[src/rtl/speck_decrypt.sv]
`default_nettype none
// ============================================================================
// Module      : speck_decrypt
// Description : Iterative SPECK128/128 decryption core. Captures a
//               ciphertext/key pair, expands the key forward into a round-key
//               buffer, then applies the inverse round backwards through it.
// Revision    : 1.0 - initial release
// ============================================================================

`ifndef NR_ROUNDS
`define NR_ROUNDS 32
`endif

module speck_decrypt #(
  parameter int NR_ROUNDS = `NR_ROUNDS,
  parameter int WORD      = 64
) (
  input  logic              clk,
  input  logic              rst_n,
  input  logic              start,
  input  logic [2*WORD-1:0] ciphertext,
  input  logic [2*WORD-1:0] key,
  output logic [2*WORD-1:0] plaintext,
  output logic              active,
  output logic              ready
);

  localparam int RCW = (NR_ROUNDS > 1) ? $clog2(NR_ROUNDS) : 1;

  typedef enum logic [1:0] {
    S_IDLE    = 2'd0,
    S_EXPAND  = 2'd1,
    S_DECRYPT = 2'd2
  } state_t;

  state_t             r_state;
  state_t             w_state_nxt;
  logic [WORD-1:0]    r_x, r_y, r_k, r_l;
  logic [RCW-1:0]     r_rc;
  logic [WORD-1:0]    r_buf [NR_ROUNDS];

  logic               w_accept;
  logic               w_last_exp;
  logic               w_last_dec;
  logic [RCW-1:0]     w_rc_inc;
  logic [WORD-1:0]    w_l_nxt, w_k_nxt;
  logic [WORD-1:0]    w_rk;
  logic [WORD-1:0]    w_x_dec, w_y_dec;

  // Constant rotations (alpha = 8, beta = 3)
  function automatic logic [WORD-1:0] ror8(input logic [WORD-1:0] v);
    return {v[7:0], v[WORD-1:8]};
  endfunction

  function automatic logic [WORD-1:0] rol8(input logic [WORD-1:0] v);
    return {v[WORD-9:0], v[WORD-1:WORD-8]};
  endfunction

  function automatic logic [WORD-1:0] ror3(input logic [WORD-1:0] v);
    return {v[2:0], v[WORD-1:3]};
  endfunction

  function automatic logic [WORD-1:0] rol3(input logic [WORD-1:0] v);
    return {v[WORD-4:0], v[WORD-1:WORD-3]};
  endfunction

  // Key-schedule step, inverse round and FSM next-state decode
  always_comb begin
    w_state_nxt = r_state;
    w_accept    = (r_state == S_IDLE) && start;
    w_last_exp  = (r_state == S_EXPAND) && (r_rc == RCW'(NR_ROUNDS - 2));
    w_last_dec  = (r_state == S_DECRYPT) && (r_rc == '0);
    w_rc_inc    = r_rc + RCW'(1);
    // rc doubles as the round counter mixed into the key schedule
    w_l_nxt     = (r_k + ror8(r_l)) ^ WORD'(r_rc);
    w_k_nxt     = rol3(r_k) ^ w_l_nxt;
    w_rk        = r_buf[r_rc];
    w_y_dec     = ror3(r_x ^ r_y);
    w_x_dec     = rol8((r_x ^ w_rk) - w_y_dec);
    case (r_state)
      S_IDLE:    if (w_accept)   w_state_nxt = S_EXPAND;
      S_EXPAND:  if (w_last_exp) w_state_nxt = S_DECRYPT;
      S_DECRYPT: if (w_last_dec) w_state_nxt = S_IDLE;
      default:                   w_state_nxt = S_IDLE;
    endcase
  end

  // State register
  always_ff @(posedge clk or negedge rst_n) begin
    if (!rst_n) r_state <= S_IDLE;
    else        r_state <= w_state_nxt;
  end

  // Datapath, round counter and output registers
  always_ff @(posedge clk or negedge rst_n) begin
    if (!rst_n) begin
      r_x       <= '0;
      r_y       <= '0;
      r_k       <= '0;
      r_l       <= '0;
      r_rc      <= '0;
      plaintext <= '0;
      active    <= 1'b0;
      ready     <= 1'b0;
    end else begin
      ready <= 1'b0;
      case (r_state)
        S_IDLE: begin
          if (w_accept) begin
            r_x    <= ciphertext[2*WORD-1:WORD];
            r_y    <= ciphertext[WORD-1:0];
            r_k    <= key[2*WORD-1:WORD];
            r_l    <= key[WORD-1:0];
            r_rc   <= '0;
            active <= 1'b1;
          end
        end
        S_EXPAND: begin
          r_l  <= w_l_nxt;
          r_k  <= w_k_nxt;
          // Final expand step lands rc on NR_ROUNDS-1, the first decrypt key
          r_rc <= w_rc_inc;
        end
        S_DECRYPT: begin
          r_x <= w_x_dec;
          r_y <= w_y_dec;
          if (w_last_dec) begin
            plaintext <= {w_x_dec, w_y_dec};
            ready     <= 1'b1;
            active    <= 1'b0;
          end else begin
            r_rc <= r_rc - RCW'(1);
          end
        end
        default: ;
      endcase
    end
  end

  // Round-key buffer; contents are don't-care until written by a job
  always_ff @(posedge clk) begin
    if (w_accept)
      r_buf[0] <= key[2*WORD-1:WORD];
    else if (r_state == S_EXPAND)
      r_buf[w_rc_inc] <= w_k_nxt;
  end

endmodule

`default_nettype wire

[config.mk]
export PLATFORM = sky130hd
export DESIGN_NAME = speck_decrypt
export DESIGN_NICKNAME = d
export VERILOG_FILES = /design/src/rtl/speck_decrypt.sv
export SDC_FILE = /design/constraint.sdc
export NUM_CORES = 2
export LEC_CHECK = 0
export CORE_UTILIZATION = 32
export DETAILED_ROUTE_END_ITERATION = 7
export PLACE_DENSITY = 0.46
export SYNTH_ARGS = -nofsm -noshare
export SYNTH_HDL_FRONTEND = slang
export SYNTH_SLANG_ARGS = --single-unit
[constraint.sdc]
create_clock -name clk -period 5.9 [get_ports clk]
set_input_delay 1.18 -clock clk [delete_from_list [all_inputs] [get_ports clk]]
set_output_delay 1.18 -clock clk [all_outputs]
set_load 0.02 [all_outputs]
==> summary.md <==
| Metric | Value |
|---|---|
| Outcome | `finished clean` |
| Register area share after synthesis | `0.681` |
| DRT Pass-1 Iters | `6` |
| Syn nets | `6746` |
| Fmax | `177 MHz` |
| Vias in the first global route | `62426` |
| IO Pins | `389` |
| Synth Area in Adders | `0.0171` |
| Fin Hold WS | `0.354 ns` |
| CP Data Arrival Time | `6.44 ns` |
| Number of synthesized flops with an enable pin | `2048` |
| Port Buffers | `388` |
| # fillers | `29870` |
| Final worst-path cycle share | `0.957` |
| Clk sinks | `2441` |
| Crit path launch type | `flop` |
| DRC | `0` |
| Grt ovf | `0` |
| WL per Instance | `31.0 um` |
| Antenna-violating nets left | `0` |
| Via count | `62303` |
| Hold Violations, Final | `0` |
| Post-CTS Hold Buffers | `0` |
| FP Rows | `209` |
| Yosys reg bits | `2441` |
| GRT Resource Usage Total | `0.215` |
| Gpl congestion | `0.866` |
| Starting DRC count in detailed routing | `6123` |
| Synthesized cell area | `0.105 sq mm` |
| Crit-path cells | `buf_12 -> buf_16 -> buf_6 -> mux4_2 -> mux4_2 -> mux2i_1 -> buf_4 -> xnor2_1 -> ha_1 -> nand2_1 -> o21ai_0 -> a21oi_1 -> buf_4 -> o21ai_0 -> a311oi_2 -> o41ai_4 -> buf_4 -> a21oi_1 -> xnor2_1 -> nand2_1 -> a21oi_1` |
| Compound-Gate Fraction of Synth Area | `0.0607` |
| Routed Wire Length | `360000 um` |
| Ys async rst share | `0.161` |
| Worst-margin pin slew | `1.28 ns` |
| Ys Warns | `0` |
| Vias/cell | `5.36` |
| Post-synthesis mux area share | `0.153` |
| Area Overhead vs Synth | `20.8%` |
| Worst setup path class | `flop to flop` |
| CP max stage cell | `mux4_2` |
| Worst path max stage delay | `0.54 ns` |
| Cell variety after synth | `84` |
| CP Capture Type | `flop` |
| Cell taking the most area after synthesis | `edfxtp_1` |
| Reg area | `0.0713 sq mm` |
| Worst hold path class | `input port to asynchronous set/reset pin` |
| Fin crit period | `5.65 ns` |
| Worst EP required | `6.70 ns` |
| Antenna violations before repair | `12` |
| Relative slew slack | `0.144` |
| Core Area | `0.325 sq mm` |
| Die Height | `574 um` |
| Die width | `574 um` |
| Die area | `0.330 sq mm` |
| Initial Utilization | `0.322` |
| Unrepaired setup endpoints after global routing | `false` |
| CP max FO | `16` |
| Nets@finish | `7499` |
| H-tree levels | `5` |
| Largest net degree at the start of global routing | `191` |
| Clock Skew | `0.0607 ns` |
| Gate Count Post-Synth | `6345` |
| Footprint of the multi-input gates | `0.0325 sq mm` |
| Max-cap violations | `0` |
| Largest family of logic cells by synthesized area | `multiplexers` |
| Top cell type's share of synthesized area | `0.587` |
| Clock Path Buffers | `4` |
| Synth area leaders | `edfxtp_1 59%, mux4_2 14%, dfrtp_1 9.4%, nand2_1 2.3%, xnor2_1 2.2%` |
| Layout cells sized above 1 | `0.220` |
| Clk_lat worst skew | `0.88 ns` |
| Setup slack at placement | `-0.0209 ns` |
| Reg clk slew, reported paths | `0.06 ns` |
| Post-Synth XOR/XNOR Area | `0.0270` |
| CTS Buf Count | `270` |
| First-pass GRT wire length | `501000 um` |
| Post-DP HPWL | `227000 um` |
| # setup viols final | `0` |
| Simple-gate share of the synthesized area | `0.0474` |
| Clock Tree Root | `clkbuf_16` |
| CTS tree | `yes` |
| Avg Inst Size Synth | `16.5 sq um` |
| Final WS setup | `0.255 ns` |
| Max Slew Vio Count | `0` |
| Post-synth top flop | `edfxtp_1` |
## routing by layer
layer  track usage  part of all wire  vias up
met5             0           0.00020        -
met2         0.346              0.47     2081
met1         0.309              0.45    33397
li1              -                 -    26443
met3        0.0305             0.056      372
met4        0.0457             0.019       10
## cell type report
cell class	instances	share of cell area
flip-flops and latches	2441	0.564
multi-input cells	3513	0.257
repair buffers	835	0.0648
clock buffers	338	0.0576
well taps	4325	0.0428
clock inverters	132	0.0125
inverters	37	0.00115
diodes	4	0.0000791
## logic make-up after synthesis
| family | count (synthesis) |
|---|---|
| multiplexers | 798 |
| buffers and inverters | 391 |
| AO/OA/AOI/OAI | 1098 |
| adder cells (fa/ha/maj) | 142 |
| AND/OR/NAND/NOR | 1159 |
| XOR/XNOR | 316 |
| flip-flops | 2441 |
## timing repair
action                                  4_1_cts  5_1_grt
setup buffers                                 0        6
cloned                                        0        3
pin swaps                                     0        1
gates resized for setup                       1       13
endpoints found under the setup margin        1       38
## final timing paths
check,cells past startpoint,end,slack [ns],startpoint
worst max-delay path,21,r_x[61]$_DFFE_PN0P_,0.25,r_rc[0]$_DFFE_PN0P_
worst min-delay path,1,r_k[44]$_DFFE_PN0P_,0.35,rst_n
worst max register to register,21,r_x[61]$_DFFE_PN0P_,0.25,r_rc[0]$_DFFE_PN0P_
worst min register to register,2,plaintext[111]$_DFFE_PN0P_,0.47,plaintext[111]$_DFFE_PN0P_
max in group asynchronous,2,plaintext[1]$_DFFE_PN0P_,4.10,rst_n
min in group clk,2,plaintext[111]$_DFFE_PN0P_,0.47,plaintext[111]$_DFFE_PN0P_
## layout by cell type (no fill, tap or decap), types with 47 or more instances in the layout
| cell | n |
|---|---|
| o21ai_0 | 452 |
| dfrtp_1 | 389 |
| clkbuf_16 | 282 |
| a21oi_2 | 50 |
| mux4_2 | 640 |
| nor2_1 | 211 |
| a21oi_1 | 296 |
| clkbuf_1 | 50 |
| nand2_1 | 648 |
| edfxtp_1 | 2048 |
| buf_4 | 372 |
| xor2_1 | 47 |
| ha_1 | 137 |
| xnor2_1 | 265 |
| a21o_1 | 99 |
| nand3_1 | 48 |
| buf_12 | 67 |
| clkdlybuf4s50_1 | 387 |
| mux2i_1 | 148 |
## flip-flops by register name, indices dropped and copies added (netlist names)
register and flops:
active 1, plaintext 128, r_buf 2048, r_k 64, r_l 64, r_rc 5, r_state 2, r_x 64
r_y 64, ready 1
## synthesized netlist by cell type (12+ instances only)
cell	count
edfxtp_1	2048
nand2_1	648
mux4_2	640
o21ai_0	454
dfrtp_1	393
a21oi_1	348
clkbuf_1	265
xnor2_1	265
nor2_1	243
mux2i_1	150
ha_1	140
a21o_1	99
buf_1	77
nand3_1	48
xor2_1	47
nand4_1	41
and3_1	40
nor3_1	39
inv_1	36
o21bai_1	27
a211oi_1	17
a31oi_1	17
nor4_1	16
o21a_1	16
o31ai_1	16
and2_1	15
o211ai_1	15
or3_1	15
nor2b_1	13
nand2b_1	12
## worst max-delay path: cells and delay by family, from the launching register on
kind,cells,cell delay (ns)
simple gates,2,0.25
flops,1,0.49
xor+xnor,2,0.35
compound gates,7,1.45
mux,3,1.47
fa+ha+maj,1,0.34
buf+inv,6,1.19
## metrics by stage
step / cell area, sq um / instances / util / setup TNS, ns
detailed placement: 117000 / 11142 / 0.361 / -0.0209
global placement: 117000 / 11142 / 0.361 / -0.113
floorplan: 105000 / 6345 / - / 0
CTS: 126000 / 11612 / 0.389 / 0
finish: 127000 / 11625 / 0.389 / 0
global route: 127000 / 11623 / 0.389 / 0
Power is left out: the tool's default activity adds up to more than one toggle a clock period on the data nets, which glitch-free logic cannot reach.
